**config.mk**
```make
export PLATFORM = sky130hd
export DESIGN_NAME = fetch_stage
export DESIGN_NICKNAME = d
export VERILOG_FILES = /design/src/rtl/pipe_pkg.sv /design/src/rtl/fetch_decode_reg.sv /design/src/rtl/fetch_stage.sv
export SDC_FILE = /design/constraint.sdc
export NUM_CORES = 1
export LEC_CHECK = 0
export CAP_MARGIN = 0
export CELL_PAD_IN_SITES_DETAIL_PLACEMENT = 0
export CELL_PAD_IN_SITES_GLOBAL_PLACEMENT = 1
export CORE_MARGIN = 2
export CORE_UTILIZATION = 35
export CTS_CLUSTER_SIZE = 10
export DETAILED_ROUTE_END_ITERATION = 16
export PLACE_DENSITY_LB_ADDON = 0.1
export SYNTH_ARGS = -nofsm -noshare
export SYNTH_HDL_FRONTEND = slang
export SYNTH_SLANG_ARGS = --single-unit
```
**constraint.sdc**
```tcl
create_clock -name clk -period 2.75 [get_ports clk]
set_clock_uncertainty 0.15 [all_clocks]
set_input_delay 0.55 -clock clk [delete_from_list [all_inputs] [get_ports clk]]
set_output_delay 0.55 -clock clk [all_outputs]
set_load 0.1 [all_outputs]
```
**src/rtl/pipe_pkg.sv**
```systemverilog
// Shared definitions for the pipelined core: PC arithmetic constants,
// the default bubble instruction and the IF/ID register record.
package pipe_pkg;

    localparam logic [31:0] NOP_INSTR_DEFAULT = 32'h0000_0000;
    localparam logic [31:0] PC_STEP           = 32'd4;
    localparam logic [31:0] PC_R15_OFFSET     = 32'd8;

    typedef struct packed {
        logic        valid;
        logic [31:0] instr;
        logic [31:0] pc8;
    } if_id_t;

    // Instruction addresses are always word aligned; low bits are discarded.
    function automatic logic [31:0] word_align(input logic [31:0] addr);
        return {addr[31:2], 2'b00};
    endfunction

endpackage

```
**src/rtl/fetch_decode_reg.sv**
```systemverilog
// IF/ID pipeline register. A bubble clears the valid flag and replaces the
// instruction with the NOP word while leaving the R15 value untouched; hold
// freezes the whole record; otherwise the incoming record is captured.
module fetch_decode_reg
    import pipe_pkg::*;
#(
    parameter logic [31:0] NOP_INSTR = NOP_INSTR_DEFAULT
) (
    input  logic   clk,
    input  logic   rst,
    input  logic   bubble,
    input  logic   hold,
    input  if_id_t d,
    output if_id_t q
);

    // Register update: reset, then bubble (wins over hold), then hold, then load.
    always_ff @(posedge clk) begin
        if (rst) begin
            q.valid <= 1'b0;
            q.instr <= NOP_INSTR;
            q.pc8   <= '0;
        end else if (bubble) begin
            q.valid <= 1'b0;
            q.instr <= NOP_INSTR;
        end else if (!hold) begin
            q <= d;
        end
    end

endmodule

```
**src/rtl/fetch_stage.sv**
```systemverilog
// Instruction-fetch stage: owns the fetch PC, tracks the single request in
// flight to the 1-cycle-latency instruction ROM, and feeds the IF/ID register
// that supplies decode. A taken branch costs two bubbles; a stall re-reads
// the pending word from the ROM so no skid buffer is needed.
module fetch_stage
    import pipe_pkg::*;
#(
    parameter logic [31:0] RESET_PC  = 32'h0000_0000,
    parameter logic [31:0] NOP_INSTR = NOP_INSTR_DEFAULT
) (
    input  logic        clk,
    input  logic        rst,
    input  logic        stall_F,
    input  logic        flush_D,
    input  logic        branch_taken,
    input  logic [31:0] branch_target,
    output logic [31:0] imem_addr,
    input  logic [31:0] imem_rdata,
    output logic [31:0] instr_D,
    output logic [31:0] pc_D,
    output logic        valid_D,
    output logic [31:0] fetch_count
);

    logic [31:0] fetch_pc;
    logic [31:0] resp_pc;
    logic        resp_valid;

    if_id_t      if_id_d;
    if_id_t      if_id_q;
    logic        if_id_bubble;
    logic        if_id_hold;
    logic        load_valid;

    // A redirect always goes through; otherwise a stall freezes everything.
    assign if_id_bubble = branch_taken | (stall_F & flush_D);
    assign if_id_hold   = stall_F & ~branch_taken;

    // Record offered to IF/ID: the word returning from the ROM this cycle.
    assign if_id_d.valid = resp_valid & ~flush_D;
    assign if_id_d.instr = (resp_valid & ~flush_D) ? imem_rdata : NOP_INSTR;
    assign if_id_d.pc8   = resp_pc + PC_R15_OFFSET;

    // Only a normal (non-stalled, non-redirected) edge can load a live word.
    assign load_valid = ~branch_taken & ~stall_F & if_id_d.valid;

    // ROM address: while stalled, present the pending address again so that
    // imem_rdata keeps carrying the held word through the stall.
    always_comb begin
        imem_addr = fetch_pc;
        if (rst) begin
            imem_addr = RESET_PC;
        end else if (stall_F && !branch_taken) begin
            imem_addr = resp_pc;
        end
    end

    // Fetch PC and in-flight request tracking.
    always_ff @(posedge clk) begin
        if (rst) begin
            fetch_pc   <= RESET_PC;
            resp_pc    <= RESET_PC;
            resp_valid <= 1'b0;
        end else if (branch_taken) begin
            fetch_pc   <= word_align(branch_target);
            resp_valid <= 1'b0;
        end else if (!stall_F) begin
            resp_pc    <= fetch_pc;
            resp_valid <= 1'b1;
            fetch_pc   <= fetch_pc + PC_STEP;
        end
    end

    // Count of live instructions handed to decode; wraps naturally.
    always_ff @(posedge clk) begin
        if (rst) begin
            fetch_count <= '0;
        end else if (load_valid) begin
            fetch_count <= fetch_count + 32'd1;
        end
    end

    fetch_decode_reg #(
        .NOP_INSTR (NOP_INSTR)
    ) u_if_id (
        .clk    (clk),
        .rst    (rst),
        .bubble (if_id_bubble),
        .hold   (if_id_hold),
        .d      (if_id_d),
        .q      (if_id_q)
    );

    assign instr_D = if_id_q.instr;
    assign pc_D    = if_id_q.pc8;
    assign valid_D = if_id_q.valid;

endmodule

```
Word level (Yosys, flattened, before mapping)
Index checks and enable logic that the tools add are counted.

storage, ports and cells
  input bits = 69
  flip-flop bits (word level) = 162

cells by class
  muxes and demuxes = 5
  eq/ne operators = 1
  reductions and logical operators = 6
  bitwise gates (word level) = 11
  add/sub/neg operators = 3

operators with widths
  kind                     count
  $mux W32                 5
  $add A32 B1 Y32 const B  1
  $add A32 B3 Y32 const B  1
  $add A32 B4 Y32 const B  1
  $and A1 B1 Y1            5
  $not A1 Y1               5
  $reduce_and A2 Y1        2
  $reduce_or A2 Y1         2
  $ne A2 B1 Y1 const B     1
  $logic_and A1 B1 Y1      1
  $logic_not A1 Y1         1
  $or A1 B1 Y1             1

Depth between registers and ports, before layout
Gate-level depths: netlist of run 1.

  depth in word-level cells = 4
  mapped depth = 7
  mapped depth without buffers = 6

Modules after synthesis
Synthesis of run 1 repeated with hierarchy kept, for this count alone.

unflattened totals
  cell total of the unflattened synthesis = 1021
  area, all modules = 8105.3 µm²

modules (own cells, without submodules)
  module            area each (µm²)  cells each  times used
  fetch_stage       5582.9           768         1
  fetch_decode_reg  2522.4           253         1

Least setup slack after synthesis of run 1
OpenSTA, ideal clock, no wires.

  kind = input to output
  from = in branch_taken
  to = out imem_addr[15]
  data arrival time = 3.013 ns
  slack = -0.963 ns
  data required time = 2.050 ns
  stages = 6
  cell sequence = clkbuf_1 clkinv_1 nand2_1 clkbuf_1 nand2_1 a21oi_1

between the ends
  word-level cells in the longest chain between the ends = 4

ends and longest elaborated chain
  what                 RTL line           text
  start, declared      fetch_stage.sv:15  input logic branch_taken,
  $logic_not A1 Y1     fetch_stage.sv:53  end else if (stall_F && !branch_taken) begin
  $logic_and A1 B1 Y1  fetch_stage.sv:53
  $mux W32             fetch_stage.sv:53
  $mux W32             fetch_stage.sv:51  if (rst) begin
  end, declared        fetch_stage.sv:17  output logic [31:0] imem_addr,

No other way between the ends.

Final worst setup path of run 1
  from = in stall_F
  to = out imem_addr[10]

between the ends
  word-level cells in the longest chain between the ends = 3

ends and longest elaborated chain
  what                 RTL line           text
  start, declared      fetch_stage.sv:13  input logic stall_F,
  $logic_and A1 B1 Y1  fetch_stage.sv:53
  $mux W32             fetch_stage.sv:53
  $mux W32             fetch_stage.sv:51

No other way between the ends.

==> impl_metrics.toml, run 1 <==
[sta]
setup_tns_ns = 0
rsz0062_at_grt = "no"
min_period_ns = 2.57
finalSetupViolations = 0
final_max_slew_viol_count = 0
hold_viol = 0
fmax_ghz = 0.389
worst_pin_slew_ns = 0.651
fin_crit_sh_pct = 93.6
slew_headroom_pct = 56.2
worst_hold_slack_ns = 0.327

[cts]
clk_pin_slew_worst_paths_ns = 0.06
clk_path_buf_depth = 2
htree_levels = 4
clkSinkCount = 156
clk_latency_ns = 0.43
tritoncts = "done"
hold_buffers = 0
cts_buffers = 17
root_buffer = "clkbuf_16"

[final_layout]
area_growth_pct = 48.4
nNetsFinal = 1165
fillCellCount = 1947
drive_above_1_share_pct = 23.3
final_util_pct = 52.9

[global_route]
grt_use_total_pct = 19.5
grt_pass1_vias = 6526
grt_max_degree = 58
antenna_found_initial = 1
grt_pass1_wl_um = 34200
grt-ovfl-total = 0

[yosys]
yosys.area.top_type = "dfxtp_1"
ys_top_cells_by_area = "dfxtp_1 (43%), nand2_1 (8.6%), nor2_1 (6.5%), a21oi_1 (5.2%), xnor2_1 (5.0%)"
synth_cell_types = 37
syn_inst = 909
synth_warnings = 0
seq_area_frac_synth_pct = 43.5
avgSynthCellArea_um2 = 7.90
synth_seq_cells = 156
syn_area_um2 = 7180
synth_top_area_share_pct = 43.5

[worst_setup_path]
setup.worst_path.start = "stall_F"
required_ns = 2.05
critPathLaunchType = "input port"
cp_cell_sequence = "dlygate4sd2_1 > nor2b_4 > buf_12 > nand2_1 > a21oi_4 > buf_12"
reg2regPathDepth = 5
reg2reg_slack_ns = 0.41
crit_type = "input port to output port"
reg2reg_from = "resp_pc[7]"
slowest_delay_ns = 0.36
worstSetupEndpointType = "output port"
path_max_fanout = 17
cp_slowest_cell = "dlygate4sd2_1"
arrival_ns = 1.87
critPathMostFrequentCell = "buf_12"

[die]
die-area_um2 = 21700
row_count = 52
coreArea_um2 = 20200
dieHeight_um = 147
start_util_pct = 35.6
dieWidth_um = 147
io_pins = 198

[drt]
drt_wl_total_um = 21000
ant_nets = 0
post_drt_wl_per_cell_um = 15.2
drt_iter0_markers = 354
drt_first_pass_iters = 5
drc = 0
via_per_inst = 4.97
dr_total_vias = 6848

[hold_path]
hold_depth = 2
hp-class = "flop to flop"
worstHoldStart = "resp_pc[23]"

[power_and_ir_drop]
power_density_nw_per_um2 = 549
peakVddDrop_v = 0.000430
leakagePower_nw = 3.76

[placement]
globalplace.congestion = 0.770
dp_hpwl_um = 14900
port_buffers = 191

[status]
status = "completed"

[flow_run]
max_cap_violations = 0
## metal layers
layer	share of wire (%)	wire (um)	GRT usage, %	vias up
met5	0	0	0	-
met1	47	9890	26.1	3155
met3	6.4	1340	5.84	19
met2	45	9520	30.6	171
li1	-	-	-	3503
met4	1.2	255	5.53	0
## area by class of cell
cell class	count	area [um2]	share of cell area, %
Multi-Input combinational cell	676	4120	38.6
Timing Repair Buffer	232	2390	22.4
Tap cell	270	338	3.17
Clock inverter	15	200	1.88
Antenna cell	1	2.50	0.0235
Inverter	10	37.5	0.352
Clock buffer	17	425	3.99
Sequential cell	156	3150	29.5
## registers in the layout, indices dropped and copies added, names as in the netlist
signal	cells
resp_pc	30
fetch_pc	30
resp_valid	1
fetch_count	32
u_if_id.q	63
## cells in the mapped netlist (all sizes together)
cell	count
a2111oi	1
a211o	1
a211oi	43
a21oi	74
a22oi	32
a311oi	3
a31oi	2
and2	7
and3	12
and4	11
buf	7
clkbuf	63
clkinv	1
conb	1
dfxtp	156
ha	3
inv	9
mux2i	5
nand2	165
nand3	21
nand3b	2
nand4	26
nand4b	4
nor2	124
nor2b	2
nor3	18
nor3b	1
nor4	19
nor4b	1
o21ai	7
or2	1
or3	9
or4b	1
xnor2	41
xor2	36
## power by group
part	internal [mW]	switching, mW	total (mW)
clock network	1.46	1.05	2.51
registers	2.33	0.0767	2.40
logic	0.319	0.622	0.941
## per-stage QoR
stage                     instances  cell area [um2]  setup slack [ns]  total power, mW
after floorplan                 912             7560           -0.0980             3.06
after global placement         1343            10000            -0.228             3.40
after detailed placement       1343            10000            -0.296             3.40
after CTS                      1376            10700             0.171             5.94
after global routing           1377            10700             0.131             6.10
final                          1377            10700             0.177             5.86
## final timing paths
kind | endpoint
worst max-delay path | imem_addr[10]
worst min-delay path | resp_pc[23]
worst max register to register | u_if_id.q[31]
worst min register to register | resp_pc[23]
## logic make-up (layout without fill, tap and decap cells)
group | after synthesis | after routing | synth area share, %
other cells | 1 | 5 | 0.0522
compound gates | 163 | 163 | 14.3
xor+xnor | 77 | 77 | 9.39
mux | 5 | 5 | 0.697
simple gates | 424 | 424 | 27.2
flops | 156 | 156 | 43.5
fa+ha+maj | 3 | 3 | 0.523
buf+inv | 80 | 274 | 4.39
## placed cells by master, fill, tap and decap left out, drive strengths merged, types with 4 or more instances in the layout
| master | n |
|---|---|
| clkbuf | 17 |
| o21ai | 7 |
| inv | 17 |
| clkdlybuf4s50 | 63 |
| nand4 | 26 |
| nor4 | 19 |
| nand3 | 21 |
| a22oi | 32 |
| or3 | 9 |
| a211oi | 43 |
| and4 | 11 |
| conb | 4 |
| xnor2 | 41 |
| nor2 | 124 |
| and2 | 7 |
| nand2 | 165 |
| mux2i | 5 |
| dfxtp | 156 |
| a21oi | 74 |
| nor3 | 18 |
| buf | 167 |
| and3 | 12 |
| clkinv | 5 |
| xor2 | 36 |
| nand4b | 4 |
## critical path: cells and delay by family
kind / cells / cell delay (ns)
buffers and inverters: 3 / 0.73
and+or+nand+nor: 2 / 0.38
AOI/OAI and AO/OA: 1 / 0.20
## timing repair
action / 4_1_cts / 5_1_grt
setup endpoints to repair: 30 / 0
gates resized for setup: 3 / 0
setup buffers: 1 / 0
Note: power is estimated with default switching activity, not from simulation.
==> run 2: changes to the inputs <==
--- a/config.mk
+++ b/config.mk
@@ -8,7 +8,6 @@
 export CAP_MARGIN = 0
 export CELL_PAD_IN_SITES_DETAIL_PLACEMENT = 0
 export CELL_PAD_IN_SITES_GLOBAL_PLACEMENT = 1
-export CORE_MARGIN = 2
 export CORE_UTILIZATION = 35
 export CTS_CLUSTER_SIZE = 10
 export DETAILED_ROUTE_END_ITERATION = 16
==> impl_metrics.toml, run 2 (synthesized netlist as in run 1, its figures left out) <==
[status]
status = "completed"

[cts]
clk_pin_slew_worst_paths_ns = 0.06
tritoncts = "done"
clk_latency_ns = 0.43
root_buffer = "clkbuf_16"
clkSinkCount = 156
cts_buffers = 17
clk_path_buf_depth = 2
htree_levels = 4

[drt]
via_per_inst = 5.01
ant_nets = 0
dr_total_vias = 6902
drt_iter0_markers = 339
drc = 0
drt_wl_total_um = 20500
post_drt_wl_per_cell_um = 14.9
drt_first_pass_iters = 4

[global_route]
grt_pass1_vias = 6408
grt_pass1_wl_um = 33800
grt_max_degree = 56
grt_use_total_pct = 19.8
antenna_found_initial = 1
grt-ovfl-total = 0

[placement]
globalplace.congestion = 0.788
dp_cells = 1346
port_buffers = 191
pre_cts_slack_ns = -0.204
dp_hpwl_um = 14700

[sta]
hold_viol = 0
fmax_ghz = 0.389
worst_hold_slack_ns = 0.320
fin_crit_sh_pct = 93.5
min_period_ns = 2.57
worst_pin_slew_ns = 0.684
finalSetupViolations = 0
final_max_slew_viol_count = 0
setup_ws_ns = 0.178
slew_headroom_pct = 54.2
rsz0062_at_grt = "no"

[final_layout]
layout_common_cells = "nand2_1 (165), dfxtp_1 (135), buf_4 (129)"
regMostFlops = "u_if_id.q"
largestRegisters = "u_if_id.q (63), fetch_count (32)"
multi_input_area_um2 = 4120
area_growth_pct = 47.5
drive_above_1_share_pct = 23.4
nNetsFinal = 1167
stdcell_count = 1379
layout_commonest_cell = "nand2_1"
fillCellCount = 1983
largest_register_ffs = 63
regArea_um2 = 3150

[hold_path]
hp-class = "flop to flop"

[worst_setup_path]
path_max_fanout = 15
slowest_delay_ns = 0.30
worstSetupEndpointType = "output port"
critPathLaunchType = "input port"
arrival_ns = 1.87
cp_cell_sequence = "dlygate4sd2_1 > buf_4 > nor2b_4 > buf_12 > nand2_1 > a21oi_4 > buf_12"
cp_slowest_cell = "dlygate4sd2_1"
critPathMostFrequentCell = "buf_12"
required_ns = 2.05
crit_type = "input port to output port"

[power_and_ir_drop]
power_density_nw_per_um2 = 524
peakVddDrop_v = 0.000440
leakagePower_nw = 3.72

[flow_run]
max_cap_violations = 0

[die]
io_pins = 198
start_util_pct = 35.6
die-area_um2 = 21100
row_count = 52
coreArea_um2 = 20200
dieWidth_um = 145
dieHeight_um = 145
run 2: cell count changes in the layout (fill, tap and decap cells not counted), sizes merged:
cell and delta:
bufinv -3, clkbuf +1, buf +2, clkinv +1
inv -3, clkinvlp +4
run 2: report_power, final:
| part | total [mW] | internal (mW) | switching, mW |
|---|---|---|---|
| Combinational | 0.942 | 0.321 | 0.621 |
| Clock | 2.21 | 1.19 | 1.02 |
| Sequential | 2.40 | 2.33 | 0.0728 |
run 2: worst max-delay path, delay by kind of cell:
kind,cells,cell delay [ns]
buffers and inverters,4,0.81
AO/OA/AOI/OAI,1,0.20
AND/OR/NAND/NOR,2,0.30
run 2: layout make-up:
class,count,area share [%]
Tap cell,270,3.19
Antenna cell,1,0.0236
Multi-Input combinational cell,676,38.8
Sequential cell,156,29.7
Clock buffer,18,4.14
Inverter,10,0.354
Timing Repair Buffer,234,22.7
Clock inverter,14,1.04
run 2: worst paths after layout:
kind | from | to | slack [ns] | depth (start not counted)
setup / recovery | stall_F | imem_addr[15] | 0.18 | 7
hold / removal | resp_pc[23] | resp_pc[23] | 0.32 | 2
setup reg to reg | fetch_count[18] | fetch_count[31] | 0.56 | 5
hold reg to reg | resp_pc[23] | resp_pc[23] | 0.32 | 2
run 2: routing by layer:
metal | wire, um | global-route usage (%) | vias to the layer above
li1 | - | - | 3515
met1 | 9630 | 26.2 | 3196
met2 | 9360 | 31.1 | 174
met3 | 1220 | 5.19 | 17
met4 | 293 | 7.05 | 0
met5 | 0 | 0 | -
run 2: what timing repair did:
action | in CTS | in global routing
hold buffers | 0 | 0
resized for setup | 2 | 0
buffers inserted | 0 | 0
setup endpoints to repair | 30 | 0
run 2: per-stage QoR:
step | TNS (ns) | total power [mW] | area [um2] | utilization, %
after floorplan | -2.90 | 3.06 | 7560 | -
after global placement | -3.47 | 3.40 | 10100 | 49.8
after detailed placement | -3.75 | 3.40 | 10100 | 49.8
after CTS | 0 | 5.62 | 10600 | 52.5
after global routing | 0 | 5.78 | 10600 | 52.6
final | 0 | 5.55 | 10600 | 52.6
